`src/rtl/sorted_merge_streamer.sv`:
```
`default_nettype none
// ============================================================================
// Module   : sorted_merge_streamer
// Brief    : Captures two ascending 8-element signed arrays and streams their
//            stable 16-element merge over a valid/ready output.
// Revision : 1.0 - initial release
// ============================================================================
module sorted_merge_streamer #(
    parameter int WIDTH = 32
) (
    input  logic                 clk_i,
    input  logic                 rst_ni,
    input  logic [8*WIDTH-1:0]   a_i,
    input  logic [8*WIDTH-1:0]   b_i,
    input  logic                 in_valid_i,
    output logic                 in_ready_o,
    output logic [WIDTH-1:0]     out_data_o,
    output logic                 out_valid_o,
    input  logic                 out_ready_i,
    output logic                 out_last_o,
    output logic                 out_src_o,
    output logic [3:0]           out_idx_o
);

    localparam int c_N = 8;

    typedef enum logic [0:0] {
        IDLE   = 1'b0,
        STREAM = 1'b1
    } state_t;

    state_t             r_state;
    state_t             w_state_nxt;
    logic [3:0]         r_ia;
    logic [3:0]         r_ib;
    logic [3:0]         r_idx;
    logic [WIDTH-1:0]   r_a [c_N];
    logic [WIDTH-1:0]   r_b [c_N];

    logic [WIDTH-1:0]   w_a_head;
    logic [WIDTH-1:0]   w_b_head;
    logic               w_take_b;
    logic               w_capture;
    logic               w_advance;

    assign w_a_head = r_a[r_ia[2:0]];
    assign w_b_head = r_b[r_ib[2:0]];

    // An exhausted side forces the other; ties keep A first for a stable merge.
    always_comb begin
        w_take_b = 1'b0;
        if (r_ia == 4'd8) begin
            w_take_b = 1'b1;
        end else if (r_ib == 4'd8) begin
            w_take_b = 1'b0;
        end else begin
            w_take_b = !($signed(w_a_head) <= $signed(w_b_head));
        end
    end

    always_comb begin
        w_state_nxt = r_state;
        in_ready_o  = 1'b0;
        out_valid_o = 1'b0;
        w_capture   = 1'b0;
        w_advance   = 1'b0;
        case (r_state)
            IDLE: begin
                in_ready_o = 1'b1;
                if (in_valid_i) begin
                    w_capture   = 1'b1;
                    w_state_nxt = STREAM;
                end
            end
            STREAM: begin
                out_valid_o = 1'b1;
                if (out_ready_i) begin
                    w_advance = 1'b1;
                    if (r_idx == 4'd15) begin
                        w_state_nxt = IDLE;
                    end
                end
            end
            default: w_state_nxt = IDLE;
        endcase
    end

    always_ff @(posedge clk_i or negedge rst_ni) begin
        if (!rst_ni) begin
            r_state <= IDLE;
            r_ia    <= 4'd0;
            r_ib    <= 4'd0;
            r_idx   <= 4'd0;
        end else begin
            r_state <= w_state_nxt;
            if (w_capture) begin
                r_ia  <= 4'd0;
                r_ib  <= 4'd0;
                r_idx <= 4'd0;
            end else if (w_advance) begin
                r_idx <= r_idx + 4'd1;
                if (w_take_b) begin
                    r_ib <= r_ib + 4'd1;
                end else begin
                    r_ia <= r_ia + 4'd1;
                end
            end
        end
    end

    // Array storage carries no reset; it is only observed while streaming.
    generate
        for (genvar g = 0; g < c_N; g++) begin : g_elem
            always_ff @(posedge clk_i) begin
                if (w_capture) begin
                    r_a[g] <= a_i[g*WIDTH +: WIDTH];
                    r_b[g] <= b_i[g*WIDTH +: WIDTH];
                end
            end
        end
    endgenerate

    assign out_data_o = (r_state == STREAM) ? (w_take_b ? w_b_head : w_a_head) : '0;
    assign out_src_o  = (r_state == STREAM) && w_take_b;
    assign out_last_o = (r_state == STREAM) && (r_idx == 4'd15);
    assign out_idx_o  = r_idx;

endmodule
`default_nettype wire

```
`config.mk`:
```
export PLATFORM = sky130hd
export DESIGN_NAME = sorted_merge_streamer
export DESIGN_NICKNAME = d
export VERILOG_FILES = /design/src/rtl/sorted_merge_streamer.sv
export SDC_FILE = /design/constraint.sdc
export NUM_CORES = 1
export LEC_CHECK = 0
export ABC_AREA = 0
export BUFFER_PORTS_ARGS = -buffer_cell sky130_fd_sc_hd__buf_2
export CORE_MARGIN = 8
export CORE_UTILIZATION = 30
export CTS_CLUSTER_DIAMETER = 200
export DETAILED_ROUTE_END_ITERATION = 12
export SKIP_CTS_REPAIR_TIMING = 1
export SLEW_MARGIN = 30
export SYNTH_ARGS = -nofsm -noshare
export SYNTH_HDL_FRONTEND = slang
export SYNTH_SLANG_ARGS = --single-unit
```
`constraint.sdc`:
```
create_clock -name clk_i -period 11.2 [get_ports clk_i]
set_input_delay 1.12 -clock clk_i [delete_from_list [all_inputs] [get_ports clk_i]]
set_output_delay 1.12 -clock clk_i [all_outputs]
set_load 0.01 [all_outputs]
```
[Yosys cells after proc, flatten, opt, wreduce, memory -nomap -nowiden]
Memories as Yosys holds them, arrays and structs flattened.
Cells that the tools add are included.
Word-level totals
  word-level logic and storage cells: 45
  input port bits: 516
  memories kept: 2
  register bits: 13
  memory bits (writable): 512
Memory list
  r_a: depth 8, width 32, rd ports 1, clocked after Yosys merged registers in 0, write ports 8, line 37  | logic [WIDTH-1:0] r_a [c_N];
  r_b: depth 8, width 32, rd ports 1, clocked after Yosys merged registers in 0, write ports 8, line 38  | logic [WIDTH-1:0] r_b [c_N];
Operators by class
  add/subtract/negate cells: 3
  multiplexer cells: 23
  reductions and logical operators: 7
  bitwise logic cells: 1
  equality and inequality tests: 4
  order comparisons: 1
Operators by type and width (count)
  $mux 32: 2
  $le 32x32->1: 1
  $mux 4: 8
  $add 4x1->4 const B: 3
  $eq 4x4->1 const B: 3
  $mux 1: 12
  $reduce_and 2->1: 2
  $reduce_bool 2->1: 2
  $logic_and 1x1->1: 2
  $ne 2x1->1 const B: 1
  $pmux 1 s2: 1
  $logic_not 1->1: 1
  $not 1->1: 1

[Longest topological paths before layout]
An unclocked memory read counts as a cell.
  word-level depth: 8
  mapped depth: 16
  gate-level depth less buffers: 11

[Worst setup path after synthesis]
OpenSTA, ideal clock, no wires.
  path kind: input to register
  start: in in_valid_i
  end: mem r_a[0][0], enable pin
  path slack: -769 ps
  library setup time: 859 ps
  stages: 2
  data arrival time: 11110 ps
  cells stage by stage: nand2_1 inv_1
RTL lines
  start, declared: line 15  | input logic in_valid_i,
  end, declared: line 37

[Worst setup path after layout]
  start: reg r_ia[0]
  end: out out_data_o[29]
On the way
  cells in the longest elaborated chain, start to end: 7
  elaborated cells on any way between the ends: 8
  those cells by class: 1 x order compare; 1 x eq/ne; 4 x mux; 1 x reduce/logical; 1 x memory
RTL lines
  start, declared: line 34  | logic [3:0] r_ia;
  start signal, assigned: line 105  | r_ia <= r_ia + 4'd1;
  $mem_v2 8x32
  $le 32x32->1: line 57  | w_take_b = !($signed(w_a_head) <= $signed(w_b_head));
  $logic_not 1->1: line 57
  $mux 1: line 54  | end else if (r_ib == 4'd8) begin
  $mux 1: line 52  | if (r_ia == 4'd8) begin
  $mux 32 (*) (2 in a row): line 123  | assign out_data_o = (r_state == STREAM) ? (w_take_b ? w_b_head : w_a_head) : '0;
  end, declared: line 17  | output logic [WIDTH-1:0] out_data_o,
Every way passes the cells marked *; elsewhere a longest branch is shown, timed or not.

==> metrics.txt <==
status complete, no violations; CTS Sinks around 530; Synth warnings 0; Final Max Slew Viols 0; GRT Overall Usage 0.149; #FFs+latches synth 525; Max Cap Viol 0; Period minus WS final 7.66 ns; vias per cell 4.66; Tcrit/Tclk final 0.684; fmax 0.131 GHz; R2R Setup Slk 5.72 ns; vias post-DR 11900; Die ar. 78900 sq um; peak supply drop 0.000285 V; # H-tree levels 2; CTS tree yes; die width 281 um; hold_ws 0.439 ns; sequential share of the synthesized area 0.746; io pins 556; total wire length approximately 61000 um; HP Class in2async; drt pass-1 iters 4; Port Buffers around 560; DP HPWL 45900 um; Critical Path, Cell by Cell buf_4 > mux4_2 > mux2_2 > ha_1 > nand4_1 > nor4_2 > a21boi_0 > nor3_1 > o32a_4 > nand2_4 > nor2_1 > a211oi_1 > buf_2; reg-to-reg endpoint r_ia[3]$_DFFE_PN0P_; CP Data Required Time 10.08 ns; Critical Path End out_data_o[29]; Worst-Margin Slew 0.921 ns; Syn Area/Cell 21.4 sq um; Setup Crit Path Kind reg2out; later-pin clock latency in the skew report approximately 0.60 ns; slowest stage delay, CP 0.80 ns; Syn Inst Count 983; first-pass GRT wire length ~86000 um; ratio of cells with drive above 1 in the final layout 0.517; Post-Route Utilization 0.384; leakage power 0.00967 uW; fraction of registers with async set/reset 0.0248; Syn-to-layout area delta 27.4%; Synth Net Count 1536; antenna violations before repair 12; Detail Route Antenna Nets 0; kind of start point of the critical path register; mapped cell area 21100 sq um; Total Negative Setup Slacks 0 ns; pin count of the biggest net entering global routing ~200; cell row count 97; RR Startpoint r_ia[0]$_DFFE_PN0P_; Crit. End Element primary output; vias in the first global route 13200; worst reg2reg path depth 12; clock skew 0.0159 ns; RSZ-0062 raised after global routing false; Root Buffer clkbuf_16; worst-case clock buffer depth 3; die height 281 um; DR DRC count 0; Synth cell types 46; worst-path fanout max 67; Fin. Hold Viols 0; slowest CP cell dfrtp_4; DR iter-0 viols 812; final setup fails 0; Layout Nets 2113; GRT overflow 0; top_reg_cell synth edfxtp_1; core region area roughly 70000 sq um; starting density of the core 0.302; CP arrival 6.54 ns; PwrDens 262 nW/um^2; WL/cell 24.0 um; CTS buffer count 57; crit path launch r_ia[0]$_DFFE_PN0P_; clock slew seen by the registers of the worst setup and hold paths 0.06 ns; Slew HR 0.386; Placer Congestion 0.837; EDFF count, synth 512
==> layout make-up <==
| cell class | instances | area [sq um] |
|---|---|---|
| fill | 6376 | 43000 |
| sequential | 525 | 15700 |
| multi-input combinational | 401 | 5090 |
| timing repair buffer | 568 | 2940 |
| clock buffer | 71 | 1520 |
| tap | 940 | 1180 |
| clock inverter | 34 | 333 |
| inverter | 7 | 30.0 |
| antenna | 9 | 22.5 |
==> flip-flops by register name (all words and copies together) (netlist names) <==
signal / count
out_idx_o: 4
r_b: 256
r_ia: 4
r_a: 256
r_state: 1
r_ib: 4
==> per-stage QoR <==
stage                     worst slack [ns]  cell area, sq um  power, uW  cells
after floorplan                       1.80             21100       4260    983
after global placement                4.02             24900       5210   2439
after detailed placement              3.97             24900       5260   2440
after CTS                             3.27             26800       7150   2545
after global routing                  3.03             26800       7410   2554
final                                 3.54             26800       7020   2555
==> layer usage <==
layer  global-route usage  routed length [um]
met1                0.184               24300
met5                    0                  27
met3               0.0417                4560
met2                0.247               30400
met4               0.0565                1990
==> report_power, final <==
group / internal (uW) / leakage, uW / switching [uW] / total (uW)
clock network: 1100 / 0.000896 / 771 / 1870
logic: 1170 / 0.00402 / 1570 / 2740
registers: 2270 / 0.00475 / 137 / 2410
total: 4540 / 0.00967 / 2480 / 7020
==> synth_stat cells (13+ instances only) <==
cell	n	area [sq um]
nor2_1	41	154
a21oi_1	16	80.1
mux4_2	128	2880
mux2_2	33	372
ha_1	37	463
nand2_1	21	78.8
mux2i_1	36	360
dfrtp_1	13	325
edfxtp_1	512	15400
a211oi_1	21	158
clkbuf_1	23	86.3
buf_2	15	75.1
==> cell usage in the layout, fill, tap and decap left out, types with 12 or more instances in the layout <==
cell type,n
nor2_1,41
clkbuf_1,12
mux4_2,128
nand2_1,21
clkbuf_16,59
edfxtp_1,512
a21oi_1,16
buf_2,555
mux2i_1,36
clkinv_1,13
a211oi_1,21
mux2_2,33
ha_1,37
==> kinds of logic (layout without fill, tap and decap cells) <==
family / count (synthesis) / in the layout / synth area share
simple gates: 89 / 89 / 0.0198
buf+inv: 57 / 680 / 0.0127
mux: 197 / 197 / 0.172
compound gates: 77 / 77 / 0.0278
other cells: 0 / 9 / 0
flops: 525 / 525 / 0.746
xor+xnor: 1 / 1 / 0.000416
fa+ha+maj: 37 / 37 / 0.0220
==> worst max-delay path, delay by kind of cell, from the launching register on <==
family | cells | cell delay, ns
flops | 1 | 0.80
fa+ha+maj | 1 | 0.36
compound gates | 3 | 1.35
buf+inv | 2 | 1.03
simple gates | 5 | 1.38
mux | 2 | 0.96
==> how the worst min path moves through the flow <==
stage	depth (start not counted)	slack (ns)	endpoint	from
final	1	0.44	r_ib[3]$_DFFE_PN0P_	rst_ni
after detailed placement	1	0.47	r_ib[3]$_DFFE_PN0P_	r_ib[3]$_DFFE_PN0P_
after global routing	1	0.42	r_ib[3]$_DFFE_PN0P_	rst_ni
after CTS	1	0.39	r_ib[1]$_DFFE_PN0P_	rst_ni
after global placement	1	0.46	r_ib[3]$_DFFE_PN0P_	r_ib[3]$_DFFE_PN0P_
after floorplan	1	0.44	r_ib[3]$_DFFE_PN0P_	r_ib[3]$_DFFE_PN0P_
Note: power is estimated with default switching activity, not from simulation.
